--- src/rtl/charlie_pwm_scan.sv ---
// charlie_pwm_scan: charlieplexed LED scanner with per-slot PWM duty.
// Build option CHARLIE_BLANK_EN: insert DEAD blanking cycles before each slot.
module charlie_pwm_scan #(
  parameter  int PINS     = 8,
  parameter  int FRAMES   = 4,
  parameter  int PWM_BITS = 4,
  parameter  int DEAD     = 1,
  localparam int LEDS     = PINS * (PINS - 1),
  localparam int FSW      = (FRAMES > 1) ? $clog2(FRAMES) : 1,
  localparam int SLOT     = 1 << PWM_BITS
) (
  input  logic                   clk,
  input  logic                   rst_n,
  input  logic                   enable,
  input  logic [FSW-1:0]         frame_sel,
  input  logic                   is_mirror,
  input  logic [PWM_BITS-1:0]    duty,
  input  logic [FRAMES*LEDS-1:0] memory_frame_buffer,
  output logic [PINS-1:0]        uio_out,
  output logic [PINS-1:0]        uio_oe,
  output logic [7:0]             led_index,
  output logic                   frame_done
);

  typedef enum logic [1:0] {IDLE, BLANK, DRIVE} state_t;

  localparam logic [7:0] PMAX = 8'(SLOT - 1);
  localparam logic [7:0] DMAX = 8'(DEAD - 1);
  localparam logic [7:0] KMAX = 8'(LEDS - 1);
  localparam logic [7:0] NCOL = 8'(PINS - 1);
  localparam int IW = (FRAMES * LEDS > 1) ? $clog2(FRAMES * LEDS) : 1;

  state_t              r_state, w_nx_state;
  logic [7:0]          r_k, w_nx_k;
  logic [7:0]          r_p, w_nx_p;
  logic                w_wrap, w_relatch;
  logic [FSW-1:0]      r_sel, w_nx_sel;
  logic                r_mir, w_nx_mir;
  logic [PWM_BITS-1:0] r_duty, w_nx_duty;
  logic [PINS-1:0]     r_out, r_oe;
  logic                r_fd;
  logic [7:0]          w_b, w_a, w_r, w_c;
  logic [IW-1:0]       w_idx;
  logic [PINS-1:0]     w_amask, w_cmask;
  logic                w_lit;

  always_comb begin
    w_nx_state = r_state;
    w_nx_k     = r_k;
    w_nx_p     = r_p;
    w_wrap     = 1'b0;
    w_relatch  = 1'b0;
    if (!enable) begin
      w_nx_state = IDLE;
      w_nx_k     = '0;
      w_nx_p     = '0;
    end else begin
      unique case (r_state)
        IDLE: begin
          w_relatch = 1'b1;
          w_nx_k    = '0;
          w_nx_p    = '0;
`ifdef CHARLIE_BLANK_EN
          w_nx_state = BLANK;
`else
          w_nx_state = DRIVE;
`endif
        end
        BLANK: begin
          if (r_p == DMAX) begin
            w_nx_state = DRIVE;
            w_nx_p     = '0;
          end else begin
            w_nx_p = r_p + 8'd1;
          end
        end
        DRIVE: begin
          if (r_p == PMAX) begin
            w_nx_p = '0;
`ifdef CHARLIE_BLANK_EN
            w_nx_state = BLANK;
`else
            w_nx_state = DRIVE;
`endif
            if (r_k == KMAX) begin
              w_nx_k    = '0;
              w_wrap    = 1'b1;
              w_relatch = 1'b1;
            end else begin
              w_nx_k = r_k + 8'd1;
            end
          end else begin
            w_nx_p = r_p + 8'd1;
          end
        end
        default: w_nx_state = IDLE;
      endcase
    end
  end

  // Display settings only change at a frame boundary (or on leaving IDLE).
  always_comb begin
    w_nx_sel  = r_sel;
    w_nx_mir  = r_mir;
    w_nx_duty = r_duty;
    if (w_relatch) begin
      w_nx_sel  = (int'(frame_sel) >= FRAMES) ? '0 : frame_sel;
      w_nx_mir  = is_mirror;
      w_nx_duty = duty;
    end
  end

  // Outputs are registered, so decode the slot we are about to enter.
  always_comb begin
    w_b     = w_nx_mir ? (KMAX - w_nx_k) : w_nx_k;
    w_idx   = IW'(int'(w_nx_sel) * LEDS + int'(w_b));
    w_a     = w_nx_k / NCOL;
    w_r     = w_nx_k % NCOL;
    w_c     = (w_r < w_a) ? w_r : (w_r + 8'd1);
    w_amask = PINS'(1) << w_a;
    w_cmask = PINS'(1) << w_c;
    w_lit   = (w_nx_state == DRIVE) &&
              memory_frame_buffer[w_idx] &&
              (w_nx_p < 8'(w_nx_duty));
  end

  always_ff @(posedge clk or negedge rst_n) begin
    if (!rst_n) begin
      r_state <= IDLE;
      r_k     <= '0;
      r_p     <= '0;
      r_sel   <= '0;
      r_mir   <= 1'b0;
      r_duty  <= '0;
      r_out   <= '0;
      r_oe    <= '0;
      r_fd    <= 1'b0;
    end else begin
      r_state <= w_nx_state;
      r_k     <= w_nx_k;
      r_p     <= w_nx_p;
      r_sel   <= w_nx_sel;
      r_mir   <= w_nx_mir;
      r_duty  <= w_nx_duty;
      r_out   <= w_lit ? w_amask : '0;
      r_oe    <= w_lit ? (w_amask | w_cmask) : '0;
      r_fd    <= w_wrap;
    end
  end

  assign uio_out    = r_out;
  assign uio_oe     = r_oe;
  assign led_index  = r_k;
  assign frame_done = r_fd;

endmodule

--- config.mk ---
export PLATFORM = sky130hd
export DESIGN_NAME = charlie_pwm_scan
export DESIGN_NICKNAME = d
export VERILOG_FILES = /design/src/rtl/charlie_pwm_scan.sv
export SDC_FILE = /design/constraint.sdc
export NUM_CORES = 1
export LEC_CHECK = 0
export CAP_MARGIN = 20
export CORE_MARGIN = 2
export CORE_UTILIZATION = 40
export DETAILED_ROUTE_END_ITERATION = 16
export HOLD_SLACK_MARGIN = 0.1
export PLACE_DENSITY = 0.87
export SETUP_SLACK_MARGIN = 0.05
export SYNTH_ARGS = -nofsm -noshare
export SYNTH_HDL_FRONTEND = slang
export SYNTH_SLANG_ARGS = --single-unit
--- constraint.sdc ---
create_clock -name clk -period 8.4 [get_ports clk]
set_input_delay 0.84 -clock clk [delete_from_list [all_inputs] [get_ports clk]]
set_output_delay 0.84 -clock clk [all_outputs]
set_load 0.005 [all_outputs]
* Word-level counts from Yosys, hierarchy flattened
Cells that the tools add are included.
** Word-level totals
- ROM bits :: 0
- Flip-flop bits (word level) :: 42
- Output and inout bits :: 25
- Input bits :: 234
- Latch bits :: 0
- Memories kept :: 0
- Bits in writable memories :: 0
- Word-level logic and storage cells :: 59
** Cells by class
- Bitwise operators :: 1
- Order comparisons :: 3
- $mul :: 1
- Mux-type cells :: 27
- Shifts and indexed selects :: 2
- Reduce and logical (&&, ||, !) cells :: 4
- Eq/ne operators :: 5
- Div/mod/pow operators :: 2
- $add $sub $neg :: 5
** Operator list (count)
- $mux W8 :: 10
- $add A8 B1 Y8 const B :: 3
- $pmux W8 S3 :: 1
- $pmux W8 S2 :: 1
- $shl A1 B8 Y8 const A :: 2
- $lt A8 B9 Y1 const B :: 1
- $add A8 B8 Y8 :: 1
- $bmux W1 S8 :: 1
- $div A8 B3 Y8 const B :: 1
- $eq A8 B4 Y1 const B :: 1
- $eq A8 B6 Y1 const B :: 1
- $logic_not A8 Y1 :: 1
- $lt A8 B4 Y1 :: 1
- $lt A8 B8 Y1 :: 1
- $mod A8 B3 Y8 const B :: 1
- $mux W2 :: 4
- $or A8 B8 Y8 :: 1
- $sub A6 B8 Y8 const A :: 1
- $mux W1 :: 7
- $pmux W2 S3 :: 1
- $mul A2 B3 Y5 const B :: 1
- $eq A2 B2 Y1 const B :: 2
- $mux W4 :: 1
- $eq A2 B1 Y1 const B :: 1
- 3 further kinds :: 4

* Logic depth before layout (Yosys ltp)
- Word-level depth :: 13
- Depth in mapped cells :: 38
- Gate-level depth less buffers :: 36

* Least setup slack after synthesis
No wires, ideal clock.
- Kind :: flip-flop to flip-flop
- Start point :: register r_p[5]
- End point :: register r_oe[0] (netlist: uio_oe[0])
- Clock period less this slack :: 7.958 ns
- Buffers on the path :: 3
- Path slack :: 0.442 ns
- Cell stages (with the launch flop) :: 38
- Data arrival time :: 7.821 ns
- Cell sequence :: dfrtp_1 or4_1 buf_6 buf_6 o41ai_1 a21o_1 ha_1 clkbuf_1 inv_1 o31ai_2 a31oi_1 nand2b_1 a311o_1 a32oi_4 inv_4 ha_1 inv_1 a31o_4 (+2 left out) ha_1 nor3b_4 nor2_1 clkinv_1 a21oi_1 ha_1 nor2b_1 o21a_1 o21a_1 o21ai_0 nand2b_1 a21oi_1 o31ai_1 a41oi_1 inv_1 and4b_1 o211ai_1 o22ai_1
** Between the ends
- Cells in the longest elaborated chain, start to end :: 12
- Elaborated cells on any way between the ends :: 39
- Those cells by class :: add/sub (4); mul (1); div (2); order compare (2); eq/ne (2); shift (2); mux (22); bitwise (1); reduce/logical (3)
** Ends and longest elaborated chain
- start, declared :: RTL line 35 : logic [7:0] r_p, w_nx_p;
- start signal, assigned :: RTL line 141 : r_p <= w_nx_p;
- $eq A8 B4 Y1 * :: RTL line 78 : if (r_p == PMAX) begin
- $mux W8 * :: RTL line 78
- $pmux W8 S2 * :: RTL line 58 : unique case (r_state)
- $mux W8 * :: RTL line 53 : if (!enable) begin
- via w_nx_k[5] :: RTL line 34 : logic [7:0] r_k, w_nx_k;
- branches (longest 7 deep; another with $mod A8 B3 Y8)
- $mux W8 * :: RTL line 146 : r_oe <= w_lit ? (w_amask | w_cmask) : '0;
- end signal, assigned :: RTL line 146
- end, declared :: RTL line 40 : logic [PINS-1:0] r_out, r_oe;
Mark *: on every way through the listed nets, which the timed path passes. The select of a mux whose other input is x is not followed.

* Worst setup path after layout
- Start point :: register r_p[5]
- End point :: register r_oe[5] (netlist: uio_oe[5])
The elaborated chain is that of the path after synthesis.

==> metrics <==
number of buffers created by CTS=5; crit path capture type=flop; Pre-antenna DRT Iters=5; register bit total from synthesis=42; synth-to-layout area growth=49.4%; Unique masters post-synth=99; CP delay by family, top=compound AO/OA/AOI/OAI gates; Worst path most repeated cell=ha_1; Final TNS setup=0 ns; worst skew pair latency=0.28 ns; routed vias/inst=6.14; crit-path max FO=10; Slew @ Worst Pin=1.08 ns; kind of critical path=flop to flop; RSZ-0062 raised after global routing=false; CTS Root Cell=clkbuf_16; post-synthesis instance area=6030 um^2; crit start category=flop; max frequency=0.128 GHz; routed wire length per instance=20.7 um; most common cell after layout, fill and taps aside=clkdlybuf4s50_1; largest stage delay on the critical path=0.74 ns; Leak=0.00354 uW; CP bufs+invs=7; Hold/Removal Path Class=flop to flop; non-filler cells, final=1041; fin crit share=93.0%; Hold WS=0.490 ns; Chip Height=127 um; combinational group share of total power=56.7%; H-tree levels=2; Routed WL=21500 um; pwr dens=102 nW/um^2; ys flop type=dfrtp_1; Post-Syn Instances=609; dpl cells=1033; Num Clock Sinks=42; I/O pin cnt=259; Max Slew Vio Count=0; asr flop ratio synth=100%; commonest cells after routing, fill and taps aside=clkdlybuf4s50_1 (256), mux4_2 (65), dfrtp_1 (42), a21oi_1 (32); global-route wire length before repair=34100 um; # diodes=0; Clock Power Share=19.4%; status=complete, no violations; sequential share of power=23.9%; sequential fraction of the synthesis area=17.4%; clk_skew=0.00640 ns; switching portion of total power=31.5%; Sw Pwr=291 uW; DR DRC count=0; Internal Power=632 uW; number of global-route vias before repair=6325; largest net degree at the start of global routing=43; antenna violations before repair=0; Hold Fails Final Rpt=0; DR iter-0 viols=588; critical path arrival=7.95 ns; HPWL Detailed=17800 um; starting density of the core=41.2%; Core Rows=44; port buffer count=258; total gr overflow=0; EDFF count, synth=0; Final Critical Period=7.81 ns; DRT antenna net count=0; CTS tree=done; Yosys warnings=0; VDD IR max=0.0621 mV; Slowest-stage cell, CP=or4_1; Max-slew headroom=28.3%; core area=14600 um^2; Die X=127 um; total power=923 uW; DIE AREA=16100 um^2; Clk pin slew, worst setup/hold paths=0.06 ns; share of layout cells above drive strength 1=16.0%; synthesized area per cell=9.91 um^2; clk buf depth=2; GRT Total Usage=26.6%; via total after detailed routing=6390; CTS Hold Buffers Added=0; syn nets=871; Crit path required time=8.54 ns; Max Cap Viol=0; FILL cells=1196; nets=1119; setup violators final=0; Routability Congestion=0.955
what timing repair did:
action / CTS / global route
resized for setup: 0 / 5
setup endpoints to repair: 0 / 8
setup buffers: 0 / 1
per-stage QoR:
step	util [%]	area, um^2	setup slack [ns]
3_5_place_dp	60.4	8850	0.101
5_1_grt	61.6	9010	0.0556
6_report	61.6	9010	0.591
4_1_cts	61.3	8980	0.385
3_3_place_gp	60.4	8850	0.443
2_1_floorplan	-	6030	0.442
per-layer routing:
metal  track usage, %  up-vias  wire length [um]  part of all wire [%]
met5                0        -                 0                     0
met4             5.56        0               444                   2.1
met3             3.29       40              1500                   7.0
met2             47.2      329             11000                    51
met1             34.9     3066              8560                    40
li1                 -     2955                 -                     -
path summary, 6_finish.rpt:
check / start / slack [ns] / endpoint / cells past startpoint
max: r_p[5] / 0.59 / uio_oe[5] / 37
min: r_duty[3] / 0.49 / r_duty[3] / 2
max reg2reg: r_p[5] / 0.59 / uio_oe[5] / 37
min reg2reg: r_duty[3] / 0.49 / r_duty[3] / 2
max in group asynchronous: rst_n / 7.11 / uio_oe[5] / 1
min in group asynchronous: rst_n / 0.70 / r_p[5] / 1
layout make-up:
type	instances	area, um^2	area share (%)
Clock buffer	7	133	1.47
Inverter	36	138	1.53
Multi-Input combinational cell	494	4730	52.5
Sequential cell	42	1050	11.7
Tap cell	184	230	2.55
Timing Repair Buffer	278	2730	30.3
cells in the mapped netlist, types with 12 or more instances:
library cell  count  area, um^2
buf_2            12        60.1
mux2i_1          16         160
mux4_2           65        1460
nor3_1           19        95.1
nor2_1           26        97.6
clkbuf_1         16        60.1
inv_1            31         116
xnor2_1          12         105
nand3_1          17        85.1
o211ai_1         17         128
o21ai_0          23         115
a21oi_1          32         160
nand2_1          31         116
nand4_1          12        75.1
ha_1             27         338
nor2b_1          12        75.1
dfrtp_1          42        1050
sequential cells by signal, indices dropped and copies added (netlist names):
name,count
frame_done,1
led_index,8
r_duty,4
r_mir,1
r_p,8
r_sel,2
r_state,2
uio_oe,8
uio_out,8
logic make-up (layout without fill, tap and decap cells):
| logic type | Yosys count | in the layout | share of synthesized area (%) |
|---|---|---|---|
| multiplexers | 86 | 86 | 28.0 |
| AND/OR/NAND/NOR | 193 | 193 | 19.2 |
| XOR/XNOR | 16 | 16 | 2.57 |
| AO/OA/AOI/OAI | 171 | 171 | 21.6 |
| adder cells (fa/ha/maj) | 28 | 28 | 5.93 |
| buffers and inverters | 73 | 321 | 5.20 |
| flip-flops | 42 | 42 | 17.4 |
power groups by stage:
stage | clock [uW] | sequential, uW | combinational, uW
final | 179 | 220 | 523
after global routing | 193 | 222 | 566
after CTS | 183 | 220 | 529
after detailed placement | 0 | 224 | 525
after global placement | 0 | 223 | 518
after floorplan | 0 | 223 | 312
worst reg2reg max path, delay by kind of cell, from the launching register on:
| family | cells | cell delay (ns) |
|---|---|---|
| AND/OR/NAND/NOR | 10 | 2.35 |
| buffers and inverters | 7 | 0.97 |
| multiplexers | 1 | 0.25 |
| AO/OA/AOI/OAI | 15 | 2.70 |
| adder cells (fa/ha/maj) | 4 | 0.97 |
| flip-flops | 1 | 0.42 |
Note: power is estimated with default switching activity, not from simulation.
